[src/rtl/fumpy_pkg.sv]
// Shared definitions for the result drain path: default sizes, sender state
// encoding and a dimension saturation helper.
package fumpy_pkg;

  localparam int N_DEFAULT      = 4;
  localparam int ADDR_W_DEFAULT = 11;
  localparam int BYTES_PER_WORD = 4;

  typedef enum logic [2:0] {
    ST_IDLE    = 3'd0,
    ST_READ    = 3'd1,
    ST_LATCH   = 3'd2,
    ST_SEND    = 3'd3,
    ST_WAIT_TX = 3'd4,
    ST_DONE    = 3'd5
  } sender_state_e;

  // Clamp a requested row/column count to the matrix bound.
  function automatic logic [3:0] sat_dim(input logic [3:0] v, input int unsigned lim);
    logic [4:0] lim5;
    lim5 = 5'(lim);
    return ({1'b0, v} > lim5) ? lim5[3:0] : v;
  endfunction

endpackage

[src/rtl/word_byte_shifter.sv]
// 32-bit load/shift register that presents the current MSB byte of a result
// word and flags when the last byte of the word is being presented.
module word_byte_shifter
  import fumpy_pkg::*;
(
  input  logic        clk,
  input  logic        rst,
  input  logic        load_i,
  input  logic        shift_i,
  input  logic [31:0] word_i,
  output logic [7:0]  byte_o,
  output logic        last_o
);

  logic [31:0] word_q;
  logic [1:0]  idx_q;

  // Load a fresh word (byte 0) or move the next byte into the MSB position.
  always_ff @(posedge clk) begin
    if (rst) begin
      word_q <= 32'h0000_0000;
      idx_q  <= 2'd0;
    end else if (load_i) begin
      word_q <= word_i;
      idx_q  <= 2'd0;
    end else if (shift_i) begin
      word_q <= {word_q[23:0], 8'h00};
      idx_q  <= idx_q + 2'd1;
    end else begin
      word_q <= word_q;
      idx_q  <= idx_q;
    end
  end

  assign byte_o = word_q[31:24];
  assign last_o = (idx_q == 2'(BYTES_PER_WORD - 1));

endmodule

[src/rtl/result_uart_sender.sv]
// Drains the result matrix row-major from the result RAM and streams every
// 32-bit word over the UART transmitter as four bytes, MSB first.
module result_uart_sender
  import fumpy_pkg::*;
#(
  parameter int N      = N_DEFAULT,
  parameter int ADDR_W = ADDR_W_DEFAULT
) (
  input  logic              clk,
  input  logic              rst,
  input  logic              start,
  input  logic [3:0]        rows,
  input  logic [3:0]        cols,
  output logic              busy,
  output logic              done,
  output logic              rd_en,
  output logic [ADDR_W-1:0] rd_addr,
  input  logic [31:0]       rd_data,
  output logic [7:0]        uart_tx_data,
  output logic              uart_send_data,
  input  logic              uart_tx_done
);

  sender_state_e     state_q;
  logic [3:0]        rows_q;
  logic [3:0]        cols_q;
  logic [3:0]        row_q;
  logic [3:0]        col_q;
  logic              busy_q;
  logic              done_q;
  logic              rd_en_q;
  logic [ADDR_W-1:0] rd_addr_q;
  logic              send_q;

  logic [3:0]        adv_row_d;
  logic [3:0]        adv_col_d;
  logic [ADDR_W-1:0] adv_addr_d;
  logic              last_col_s;
  logic              last_word_s;
  logic              last_byte_s;
  logic              load_s;
  logic              shift_s;

  // Next matrix position in row-major order and its RAM address.
  always_comb begin
    adv_row_d  = row_q;
    adv_col_d  = col_q + 4'd1;
    last_col_s = (col_q == (cols_q - 4'd1));
    if (last_col_s) begin
      adv_col_d = 4'd0;
      adv_row_d = row_q + 4'd1;
    end else begin
      adv_col_d = col_q + 4'd1;
      adv_row_d = row_q;
    end
    last_word_s = last_col_s && (row_q == (rows_q - 4'd1));
    adv_addr_d  = ADDR_W'(adv_row_d) * ADDR_W'(N) + ADDR_W'(adv_col_d);
  end

  // RAM data is captured only in LATCH; bytes advance only on an acknowledge
  // that is not for the final byte of the word.
  assign load_s  = (state_q == ST_LATCH);
  assign shift_s = (state_q == ST_WAIT_TX) && uart_tx_done && !last_byte_s;

  word_byte_shifter u_shifter (
    .clk     (clk),
    .rst     (rst),
    .load_i  (load_s),
    .shift_i (shift_s),
    .word_i  (rd_data),
    .byte_o  (uart_tx_data),
    .last_o  (last_byte_s)
  );

  // Drain FSM: sequences read, latch, per-byte send/acknowledge and the done pulse.
  always_ff @(posedge clk) begin
    if (rst) begin
      state_q   <= ST_IDLE;
      rows_q    <= 4'd0;
      cols_q    <= 4'd0;
      row_q     <= 4'd0;
      col_q     <= 4'd0;
      busy_q    <= 1'b0;
      done_q    <= 1'b0;
      rd_en_q   <= 1'b0;
      rd_addr_q <= {ADDR_W{1'b0}};
      send_q    <= 1'b0;
    end else begin
      done_q  <= 1'b0;
      rd_en_q <= 1'b0;
      send_q  <= 1'b0;
      case (state_q)
        ST_IDLE: begin
          if (start) begin
            rows_q    <= sat_dim(rows, N);
            cols_q    <= sat_dim(cols, N);
            row_q     <= 4'd0;
            col_q     <= 4'd0;
            rd_addr_q <= {ADDR_W{1'b0}};
            if ((rows == 4'd0) || (cols == 4'd0)) begin
              state_q <= ST_DONE;
              done_q  <= 1'b1;
              busy_q  <= 1'b0;
            end else begin
              state_q <= ST_READ;
              rd_en_q <= 1'b1;
              busy_q  <= 1'b1;
            end
          end
        end
        ST_READ: begin
          state_q <= ST_LATCH;
        end
        ST_LATCH: begin
          state_q <= ST_SEND;
          send_q  <= 1'b1;
        end
        ST_SEND: begin
          state_q <= ST_WAIT_TX;
        end
        ST_WAIT_TX: begin
          if (uart_tx_done) begin
            if (!last_byte_s) begin
              state_q <= ST_SEND;
              send_q  <= 1'b1;
            end else if (!last_word_s) begin
              row_q     <= adv_row_d;
              col_q     <= adv_col_d;
              rd_addr_q <= adv_addr_d;
              rd_en_q   <= 1'b1;
              state_q   <= ST_READ;
            end else begin
              state_q <= ST_DONE;
              done_q  <= 1'b1;
              busy_q  <= 1'b0;
            end
          end
        end
        ST_DONE: begin
          state_q <= ST_IDLE;
        end
        default: begin
          state_q <= ST_IDLE;
          busy_q  <= 1'b0;
        end
      endcase
    end
  end

  assign busy           = busy_q;
  assign done           = done_q;
  assign rd_en          = rd_en_q;
  assign rd_addr        = rd_addr_q;
  assign uart_send_data = send_q;

endmodule

[config.mk]
export PLATFORM = sky130hd
export DESIGN_NAME = result_uart_sender
export DESIGN_NICKNAME = d
export VERILOG_FILES = /design/src/rtl/fumpy_pkg.sv /design/src/rtl/word_byte_shifter.sv /design/src/rtl/result_uart_sender.sv
export SDC_FILE = /design/constraint.sdc
export NUM_CORES = 1
export LEC_CHECK = 0
export CAP_MARGIN = 20
export CORE_AREA = 10 10 92 94
export DETAILED_ROUTE_END_ITERATION = 6
export DIE_AREA = 0 0 102 104
export DONT_BUFFER_PORTS = 1
export GPL_ROUTABILITY_DRIVEN = 0
export GPL_TIMING_DRIVEN = 1
export PLACE_DENSITY = 0.58
export SLEW_MARGIN = 20
export SYNTH_ARGS = -nofsm -noshare
export SYNTH_HDL_FRONTEND = slang
export SYNTH_SLANG_ARGS = --single-unit
[constraint.sdc]
create_clock -name clk -period 3.7 [get_ports clk]
set_input_delay 0 -clock clk [delete_from_list [all_inputs] [get_ports clk]]
set_output_delay 0 -clock clk [all_outputs]
set_load 0.005 [all_outputs]
==> results of run 1 <==
## how the worst max path moves through the flow
stage	endpoint	slack [ps]
2_1_floorplan	rd_addr[5]	1120
3_3_place_gp	rd_addr[5]	980
3_5_place_dp	rd_addr[5]	870
4_1_cts	rd_addr[2]	650
5_1_grt	rd_addr[2]	450
6_report	rd_addr[2]	680
## timing repair
item / CTS / global route
hold endpoints to repair: 61 / 0
hold buffers: 47 / 0
resized for setup: 0 / 0
## report_power, final
part	internal (mW)	switching, mW	total (mW)
clock	0.351	0.273	0.624
sequential	0.734	0.0551	0.789
combinational	0.130	0.149	0.279
total	1.21	0.478	1.69
## registers in the layout, summed over array words and instances (netlist names), 2 cells and up
signal and flops:
row_q 4, rd_addr 5, u_shifter.word_q 32, state_q 3, cols_q 4, u_shifter.idx_q 2
col_q 4, rows_q 4
## metal layers
layer / track usage [%] / vias up
met5: 0 / -
met4: 4.84 / 0
met3: 4.58 / 7
met2: 20.4 / 57
met1: 20.3 / 1197
li1: - / 1281
## layout make-up
type,instances,area [µm²]
timing repair buffer,49,515
clock buffer,12,155
fill,606,2920
inverter,9,33.8
clock inverter,4,53.8
tap,80,100
sequential,62,1240
multi-input combinational,242,1660
## logic make-up after synthesis
logic type | after synthesis | synth area share, %
adders and majority gates | 8 | 3.41
and+or+nand+nor | 115 | 18.7
xor gates and xnor gates | 17 | 5.83
DFF | 62 | 39.3
muxes | 27 | 8.61
buffers and inverters | 49 | 8.41
other | 1 | 0.119
AOI/OAI and AO/OA | 71 | 15.6
## critical path: stages (launching register included)
cell and delay, ps:
dfxtp_1 400, inv_1 60, ha_1 300, xor2_1 160, nand3_2 200, nor4_4 390
or3_1 600, nand3_2 140, a21oi_2 160, dlygate4sd3_1 550
## synthesized netlist by cell type, types with 5 or more instances
| cell type | number |
|---|---|
| dfxtp_1 | 62 |
| buf_2 | 7 |
| nand2_1 | 21 |
| clkbuf_1 | 15 |
| a211oi_1 | 27 |
| mux2i_1 | 26 |
| buf_4 | 14 |
| xnor2_1 | 5 |
| nand3_1 | 20 |
| ha_1 | 7 |
| a21oi_1 | 23 |
| nor3_1 | 8 |
| xor2_1 | 9 |
| inv_1 | 9 |
| nor2_1 | 38 |
==> summary.txt, run 1 <==
CP endpoint kind = flop
Die Wd = 102 µm
# clock sinks = 62
Status = finished, final reports clean
Post-Route WL = 7630 µm
Period utilisation layout = 81.5%
Maximum clock rate = 0.331 GHz
Cells after DPL = 394
Util after Layout = 56.3%
Design Power = 1.69 mW
Drt first pass iters = 4
Routed vias/inst = 5.55
First DRT Iteration DRCs = 121
Final Net Count = 425
Top cells by area, synth = dfxtp_1 (39%), mux2i_1 (8.3%), a211oi_1 (6.4%)
Chip height = 104 µm
First-pass GRT wire length = 12700 µm
Hpwl dp = 5000 µm
Final Instance Count excl. Fillers = 458
Commonest register cell after synthesis = dfxtp_1
Worst R2R End = rd_addr[2]
Crit path DAT = 3300 ps
Wl on met1 = 3730 µm
Hold endpoint = cols_q[2]
CTS H-tree depth = 3
GRT overflow = 0
Synth-to-Final Area Change = 19.3%
Via count = 2542
Initial antenna violation count = 0
Cells after Synth = 350
Maximum vdd drop = 211 µV
Slew Viols, Final = 0
Top cell type's share of synthesized area = 39.3%
Synthesized area per cell = 9.01 µm²
Number of synthesized register bits = 62
Yosys cell types = 53
Most frequent cells in the layout = dfxtp_1 (62), dlygate4sd3_1 (46), nor2_1 (38)
Fin area = 3760 µm²
Remaining antenna violation count after routing = 0
IO buf count = 0
Register area share after synthesis = 39.3%
Min-delay src = cols[3]
Largest net degree at the start of global routing = 60
CTS root buf = clkbuf_8
Ys Warns = 0
Slew @ Worst Pin = 808 ps
Total power per unit cell area = 450 nW/µm²
Final WS setup = 683 ps
Hold slack = 26.8 ps
Hold Crit Depth = 2
Critical path startpoint = cols_q[0]
Rows = 30
Later-pin clock latency in the skew report = 340 ps
Hold Fails Final Rpt = 0
Async SR Flop Fraction = 0%
TritonCTS clock tree = built
WL/cell = 16.7 µm
Antenna cells = 0
Final Critical Period = 3020 ps
Worst hold path type = in -> reg
Area of the core = 6680 µm²
Met3 wire length = 491 µm
Reg2Reg Launch Point = cols_q[0]
Synthesized area = 3150 µm²
Final setup viols = 0
Startpoint types = flop
Worst Skew = 9.08 ps
RSZ-0062 raised after global routing = false
Clk buf depth = 2
Initial Util = 47.2%
Area after DPL = 3050 µm²
Die ar. = 10600 µm²
Critical Path Fanout Max = 16
Top Layer Used = met4
Global-route usage over all layers = 14.6%
Post-synth EDFFs = 0
Number of max-cap violations = 0
Clock Pin Slew Worst Setup and Hold Paths = 80 ps
Vias in the first global route = 2461
Max-slew headroom = 45.7%
Worst Reg-to-Reg Cells = 9
Post-CTS Setup Repair Bufs = 0
Crit path kind = reg -> reg
Setup TNS = 0 ps
Total CTS buffers = 9
# DRC = 0
Critical Path RT = 3980 ps
Area leader, netlist = dfxtp_1
Leakage = 1.56 nW
Most common cell after layout, fill and taps aside = dfxtp_1
Share of layout cells above drive strength 1 = 9.26%
Dpl ws = 866 ps
Setup slack, reg-to-reg = 680 ps
Io pins = 67
WL met2 = 3340 µm
No activity file was read; power rests on OpenSTA's default activity.
==> inputs of run 2 (changes only) <==
--- a/config.mk
+++ b/config.mk
@@ -5,14 +5,15 @@
 export SDC_FILE = /design/constraint.sdc
 export NUM_CORES = 1
 export LEC_CHECK = 0
+export ABC_AREA = 1
 export CAP_MARGIN = 20
-export CORE_AREA = 10 10 92 94
+export CORE_AREA = 10 10 91 93
 export DETAILED_ROUTE_END_ITERATION = 6
-export DIE_AREA = 0 0 102 104
+export DIE_AREA = 0 0 101 103
 export DONT_BUFFER_PORTS = 1
 export GPL_ROUTABILITY_DRIVEN = 0
 export GPL_TIMING_DRIVEN = 1
-export PLACE_DENSITY = 0.58
+export PLACE_DENSITY = 0.61
 export SLEW_MARGIN = 20
 export SYNTH_ARGS = -nofsm -noshare
 export SYNTH_HDL_FRONTEND = slang
==> constraint.sdc (replaced) <==
create_clock -name clk -period 2.7 [get_ports clk]
set_input_delay 0 -clock clk [delete_from_list [all_inputs] [get_ports clk]]
set_output_delay 0 -clock clk [all_outputs]
set_load 0.005 [all_outputs]
==> summary.txt, run 2 <==
Status = finished, final reports clean (unchanged)
Later-pin clock latency in the skew report = 340 ps (about the same)
Synth-to-Final Area Change = 20.8% (was 19.3%)
Final Net Count = 514 (was 425)
Critical Path RT = 2920 ps (was 3980 ps)
Drt first pass iters = 5 (was 4)
Hold Fails Final Rpt = 0 (unchanged)
Synthesized area = 3100 µm² (was 3150 µm²)
Area leader, netlist = dfxtp_1 (unchanged)
# clock sinks = 62 (unchanged)
Largest register FFs = 32 (unchanged)
Global-route usage over all layers = 15.5% (was 14.6%)
Number of max-cap violations = 0 (unchanged)
Post-Route WL = 7720 µm (was 7630 µm)
Top cells by area, synth = dfxtp_1 (40%), nand2_1 (15%), nand3_1 (6.6%) (was dfxtp_1 (39%), mux2i_1 (8.3%), a211oi_1 (6.4%))
WL/cell = 14.1 µm (was 16.7 µm)
Worst Skew = 11.9 ps (was 9.08 ps)
# DRC = 0 (unchanged)
Async SR Flop Fraction = 0% (unchanged)
Most frequent cells in the layout = nand2_1 (126), dfxtp_1 (61), dlygate4sd3_1 (48) (was dfxtp_1 (62), dlygate4sd3_1 (46), nor2_1 (38))
Initial Util = 47.2% (about the same)
Synthesized area per cell = 7.25 µm² (was 9.01 µm²)
Largest net degree at the start of global routing = 59 (was 60)
Initial antenna violation count = 0 (unchanged)
Maximum clock rate = 0.400 GHz (was 0.331 GHz)
Final setup viols = 0 (unchanged)
Vias in the first global route = 2754 (was 2461)
Total CTS buffers = 9 (unchanged)
Fillers = 613 (was 606)
Commonest register cell after synthesis = dfxtp_1 (unchanged)
Rows = 30 (unchanged)
Leakage = 1.50 nW (was 1.56 nW)
Share of layout cells above drive strength 1 = 8.14% (was 9.26%)
Antenna cells = 0 (unchanged)
Cells after Synth = 428 (was 350)
Post-synth top cells = nand2_1 (126), dfxtp_1 (62), nand3_1 (41) (was dfxtp_1 (62), nor2_1 (38), a211oi_1 (27))
Crit path DAT = 2720 ps (was 3300 ps)
CTS H-tree depth = 3 (unchanged)
Clk buf depth = 2 (unchanged)
Die ar. = 10400 µm² (was 10600 µm²)
Die Wd = 101 µm (was 102 µm)
Io pins = 67 (unchanged)
Slew Viols, Final = 0 (unchanged)
CTS root buf = clkbuf_8 (unchanged)
CP endpoint kind = flop (unchanged)
Register area = 1240 µm² (about the same)
Maximum vdd drop = 316 µV (was 211 µV)
Post-CTS Setup Repair Bufs = 0 (unchanged)
Area of the core = 6570 µm² (was 6680 µm²)
TritonCTS clock tree = built (unchanged)
Largest reg by FF count = u_shifter.word_q (unchanged)
Design Power = 2.18 mW (was 1.69 mW)
Via count = 2794 (was 2542)
GRT overflow = 0 (unchanged)
Total power per unit cell area = 581 nW/µm² (was 450 nW/µm²)
Number of synthesized register bits = 62 (unchanged)
Remaining antenna violation count after routing = 0 (unchanged)
Most common cell after layout, fill and taps aside = nand2_1 (was dfxtp_1)
Register area share after synthesis = 40.0% (was 39.3%)
Ys Warns = 0 (unchanged)
Hpwl dp = 5020 µm (was 5000 µm)
Worst hold path type = in -> reg (unchanged)
RSZ-0062 raised after global routing = false (unchanged)
Period utilisation layout = 92.7% (was 81.5%)
Most common cell in the netlist = nand2_1 (was dfxtp_1)
Chip height = 103 µm (was 104 µm)
First-pass GRT wire length = 13200 µm (was 12700 µm)
Setup TNS = 0 ps (unchanged)
Post-synth EDFFs = 0 (unchanged)
Area occupied by multi-input gates = 1540 µm² (was 1660 µm²)
Routed vias/inst = 5.11 (was 5.55)
IO buf count = 0 (unchanged)
Top cell type's share of synthesized area = 40.0% (was 39.3%)
Yosys cell types = 34 (was 53)
Clock Pin Slew Worst Setup and Hold Paths = 70 ps (was 80 ps)
Crit path kind = reg -> reg (unchanged)
Critical Path Fanout Max = 8 (was 16)
Startpoint types = flop (unchanged)
Final Critical Period = 2500 ps (was 3020 ps)
First DRT Iteration DRCs = 107 (was 121)
## run 2: critical path, cell delays in order (launching register included)
cell and delay, ps:
dfxtp_2 350, inv_1 60, ha_1 300, nand2_1 70
inv_1 30, nor2_1 70, nand2_1 90, nor2_4 150
nand2_4 100, xor2_1 140, inv_1 70, ha_1 230
fa_1 430, inv_1 80, nand3_1 70, nand3_1 80
a21oi_1 60
## run 2: path summary, 6_finish.rpt
kind	start	to	slack (ps)	cells after the start
hold reg to reg	u_shifter.word_q[5]	u_shifter.word_q[5]	470	2
setup / recovery	cols_q[0]	rd_addr[4]	200	16
setup reg to reg	cols_q[0]	rd_addr[4]	200	16
hold / removal	rows[3]	done	20	5
## run 2: metal layers
layer  GRT usage [%]  part of all wire (%)
met5               0                     0
met4            5.79                   1.1
met2            22.6                    43
met3            4.56                   8.3
met1            21.1                    48
## run 2: logic make-up (layout without fill, tap and decap cells)
family	count (synthesis)	in the layout	synth area share, %
AND/OR/NAND/NOR	208	208	29.2
adder cells (fa/ha/maj)	8	8	3.47
other	1	4	0.121
AO/OA/AOI/OAI	68	68	12.9
XOR/XNOR	12	12	3.39
flip-flops	62	62	40.0
buffers and inverters	69	105	10.9
## run 2: cell type report
type                    count  share of cell area (%)
repair buffers             54                    14.6
flip-flops and latches     62                    33.2
inverters                  35                    3.51
clock buffers              10                    3.41
clock inverters             6                    1.67
multi-input cells         300                    41.0
well taps                  80                    2.67
## run 2: stage by stage
stage | instances | area, µm² | utilization, % | hold slack (ps) | setup WS, ps
global route | 547 | 3750 | 57.0 | 20.6 | 19.5
detailed placement | 482 | 3040 | 46.3 | 77.4 | 175
CTS | 547 | 3740 | 57.0 | 2.58 | 25.0
global placement | 482 | 3040 | 46.3 | 76.2 | 243
floorplan | 431 | 3110 | - | 89.7 | 318
finish | 547 | 3750 | 57.0 | 15.0 | 198
## run 2: what timing repair did
item | CTS | global route
resized for setup | 0 | 2
endpoints found under the hold margin | 62 | 0
endpoints found under the setup margin | 0 | 2
hold buffers | 49 | 0
## run 2: power by group
group          internal, mW  switching (mW)  leakage [nW]
clock                 0.425           0.365         0.100
sequential            0.971          0.0375         0.503
combinational         0.144           0.234         0.899
==> inputs of run 3 (changes only) <==
--- a/config.mk
+++ b/config.mk
@@ -7,13 +7,14 @@
 export LEC_CHECK = 0
 export ABC_AREA = 1
 export CAP_MARGIN = 20
-export CORE_AREA = 10 10 91 93
+export CORE_AREA = 10 10 85 87
 export DETAILED_ROUTE_END_ITERATION = 6
-export DIE_AREA = 0 0 101 103
+export DIE_AREA = 0 0 95 97
 export DONT_BUFFER_PORTS = 1
 export GPL_ROUTABILITY_DRIVEN = 0
 export GPL_TIMING_DRIVEN = 1
-export PLACE_DENSITY = 0.61
+export HOLD_SLACK_MARGIN = 0.12
+export PLACE_DENSITY = 0.7
 export SLEW_MARGIN = 20
 export SYNTH_ARGS = -nofsm -noshare
 export SYNTH_HDL_FRONTEND = slang
==> summary.txt, run 3 (synthesis results as in run 2) <==
Status = finished, final reports clean (unchanged)
Leakage = 1.53 nW (was 1.50 nW)
Largest net degree at the start of global routing = 59 (unchanged)
Total CTS buffers = 9 (unchanged)
Combinational fraction of design power = 16.5% (was 17.4%)
Critical Path RT = 2980 ps (was 2920 ps)
WL/cell = 14.5 µm (was 14.1 µm)
Routed vias/inst = 5.25 (was 5.11)
Remaining antenna violation count after routing = 0 (unchanged)
Startpoint types = flop (unchanged)
# clock sinks = 62 (unchanged)
Post-Route WL = 7910 µm (was 7720 µm)
Drt first pass iters = 4 (was 5)
CTS root buf = clkbuf_8 (unchanged)
Io pins = 67 (unchanged)
CTS H-tree depth = 3 (unchanged)
Global-route usage over all layers = 17.5% (was 15.5%)
Final Critical Period = 2420 ps (was 2500 ps)
Most frequent cells in the layout = nand2_1 (126), dfxtp_1 (61), dlygate4sd3_1 (53) (was nand2_1 (126), dfxtp_1 (61), dlygate4sd3_1 (48))
Chip height = 97 µm (was 103 µm)
Final setup viols = 0 (unchanged)
TritonCTS clock tree = built (unchanged)
Clk buf depth = 2 (unchanged)
Design Power = 2.32 mW (was 2.18 mW)
Synth-to-Final Area Change = 23.2% (was 20.8%)
Critical Path Fanout Max = 8 (unchanged)
Maximum vdd drop = 386 µV (was 316 µV)
Final Net Count = 519 (was 514)
Hpwl dp = 4920 µm (was 5020 µm)
Number of max-cap violations = 0 (unchanged)
Later-pin clock latency in the skew report = 350 ps (was 340 ps)
Most common cell after layout, fill and taps aside = nand2_1 (unchanged)
First DRT Iteration DRCs = 180 (was 107)
Worst hold path type = in -> reg (unchanged)
Int Power = 1.64 mW (was 1.54 mW)
Slew Viols, Final = 0 (unchanged)
Final WS setup = 277 ps (was 198 ps)
Maximum clock rate = 0.413 GHz (was 0.400 GHz)
Hold Fails Final Rpt = 0 (unchanged)
Via count = 2856 (was 2794)
Register share of total power = 43.7% (was 46.3%)
Initial antenna violation count = 0 (unchanged)
Crit path DAT = 2710 ps (was 2720 ps)
Die ar. = 9220 µm² (was 10400 µm²)
Setup TNS = 0 ps (unchanged)
Sw power = 672 µW (was 636 µW)
Switching Share = 29.0% (was 29.2%)
Crit path kind = reg -> reg (unchanged)
Vias in the first global route = 2699 (was 2754)
Total power per unit cell area = 606 nW/µm² (was 581 nW/µm²)
Dpl ws = 192 ps (was 175 ps)
IO buf count = 0 (unchanged)
Clock Pin Slew Worst Setup and Hold Paths = 80 ps (was 70 ps)
Period utilisation layout = 89.7% (was 92.7%)
GRT overflow = 0 (unchanged)
Share of layout cells above drive strength 1 = 8.69% (was 8.14%)
# DRC = 0 (unchanged)
Fillers = 467 (was 613)
Initial Util = 56.7% (was 47.2%)
Largest reg by FF count = u_shifter.word_q (unchanged)
Rows = 27 (was 30)
Largest register FFs = 32 (unchanged)
Clock network power share = 39.8% (was 36.3%)
CP endpoint kind = flop (unchanged)
First-pass GRT wire length = 13200 µm (about the same)
Antenna cells = 0 (unchanged)
Util after Layout = 69.8% (was 57.0%)
Die Wd = 95 µm (was 101 µm)
Area of the core = 5470 µm² (was 6570 µm²)
RSZ-0062 raised after global routing = false (unchanged)
Worst Skew = 10.7 ps (was 11.9 ps)
run 3: cell types whose count changed in the layout (fill, tap and decap cells not counted):
cell and change:
bufinv_16 +1, fa_1 -1, fa_2 +1, clkinv_4 -1
a21oi_2 +1, clkbuf_1 -1, inv_6 +1, nor2_2 +1
clkinv_2 -2, dlygate4sd3_1 +5, nor2_4 -1, clkinvlp_4 +2
a21oi_1 -1
run 3: worst paths after layout:
kind | from | to | slack (ps) | depth (start not counted)
setup / recovery | cols_q[0] | rd_addr[3] | 280 | 14
hold / removal | cols[2] | rd_en | 180 | 6
setup reg to reg | cols_q[0] | rd_addr[3] | 280 | 14
hold reg to reg | u_shifter.word_q[4] | u_shifter.word_q[4] | 470 | 2
run 3: what timing repair did:
item	in CTS	in global routing
setup buffers	0	0
gates resized for setup	0	3
endpoints found under the hold margin	62	0
endpoints found under the setup margin	0	2
hold buffers	54	0
run 3: final cells by class:
cell class	instances	area, µm²	area share [%]
inverter	35	131	3.44
multi-input combinational	300	1540	40.3
timing repair buffer	59	596	15.6
clock inverter	7	97.6	2.55
clock buffer	9	124	3.24
tap	72	90.1	2.36
sequential	62	1240	32.5
run 3: layer usage:
layer | wire, µm | vias to the layer above | part of all wire, % | global-route usage [%]
li1 | - | 1462 | - | -
met1 | 3520 | 1273 | 45 | 22.6
met2 | 3590 | 101 | 45 | 25.6
met3 | 575 | 20 | 7.3 | 5.01
met4 | 219 | 0 | 2.8 | 8.70
met5 | 0 | - | 0 | 0
run 3: stage by stage:
stage | hold slack, ps | cells | instance area [µm²]
finish | 175 | 544 | 3820
global route | 220 | 544 | 3820
CTS | 155 | 544 | 3810
detailed placement | 76.3 | 474 | 3030
global placement | 74.6 | 474 | 3030
floorplan | 89.7 | 431 | 3110
run 3: power by group through the flow:
stage,clock network [mW],logic (mW),registers (mW)
floorplan,0,0.294,1.02
global placement,0,0.292,1.03
detailed placement,0,0.297,1.03
CTS,0.932,0.380,1.01
global route,0.979,0.435,1.02
finish,0.921,0.383,1.01
run 3: critical path: stages, from the launching register on:
cell,delay (ps)
dfxtp_2,340
inv_1,50
ha_1,300
nand2_1,70
inv_1,40
nor2_1,70
nand2_1,90
nor2_4,130
nand2_4,100
xor2_1,140
inv_1,80
ha_1,230
fa_2,530
nand2_1,50
a21oi_1,140
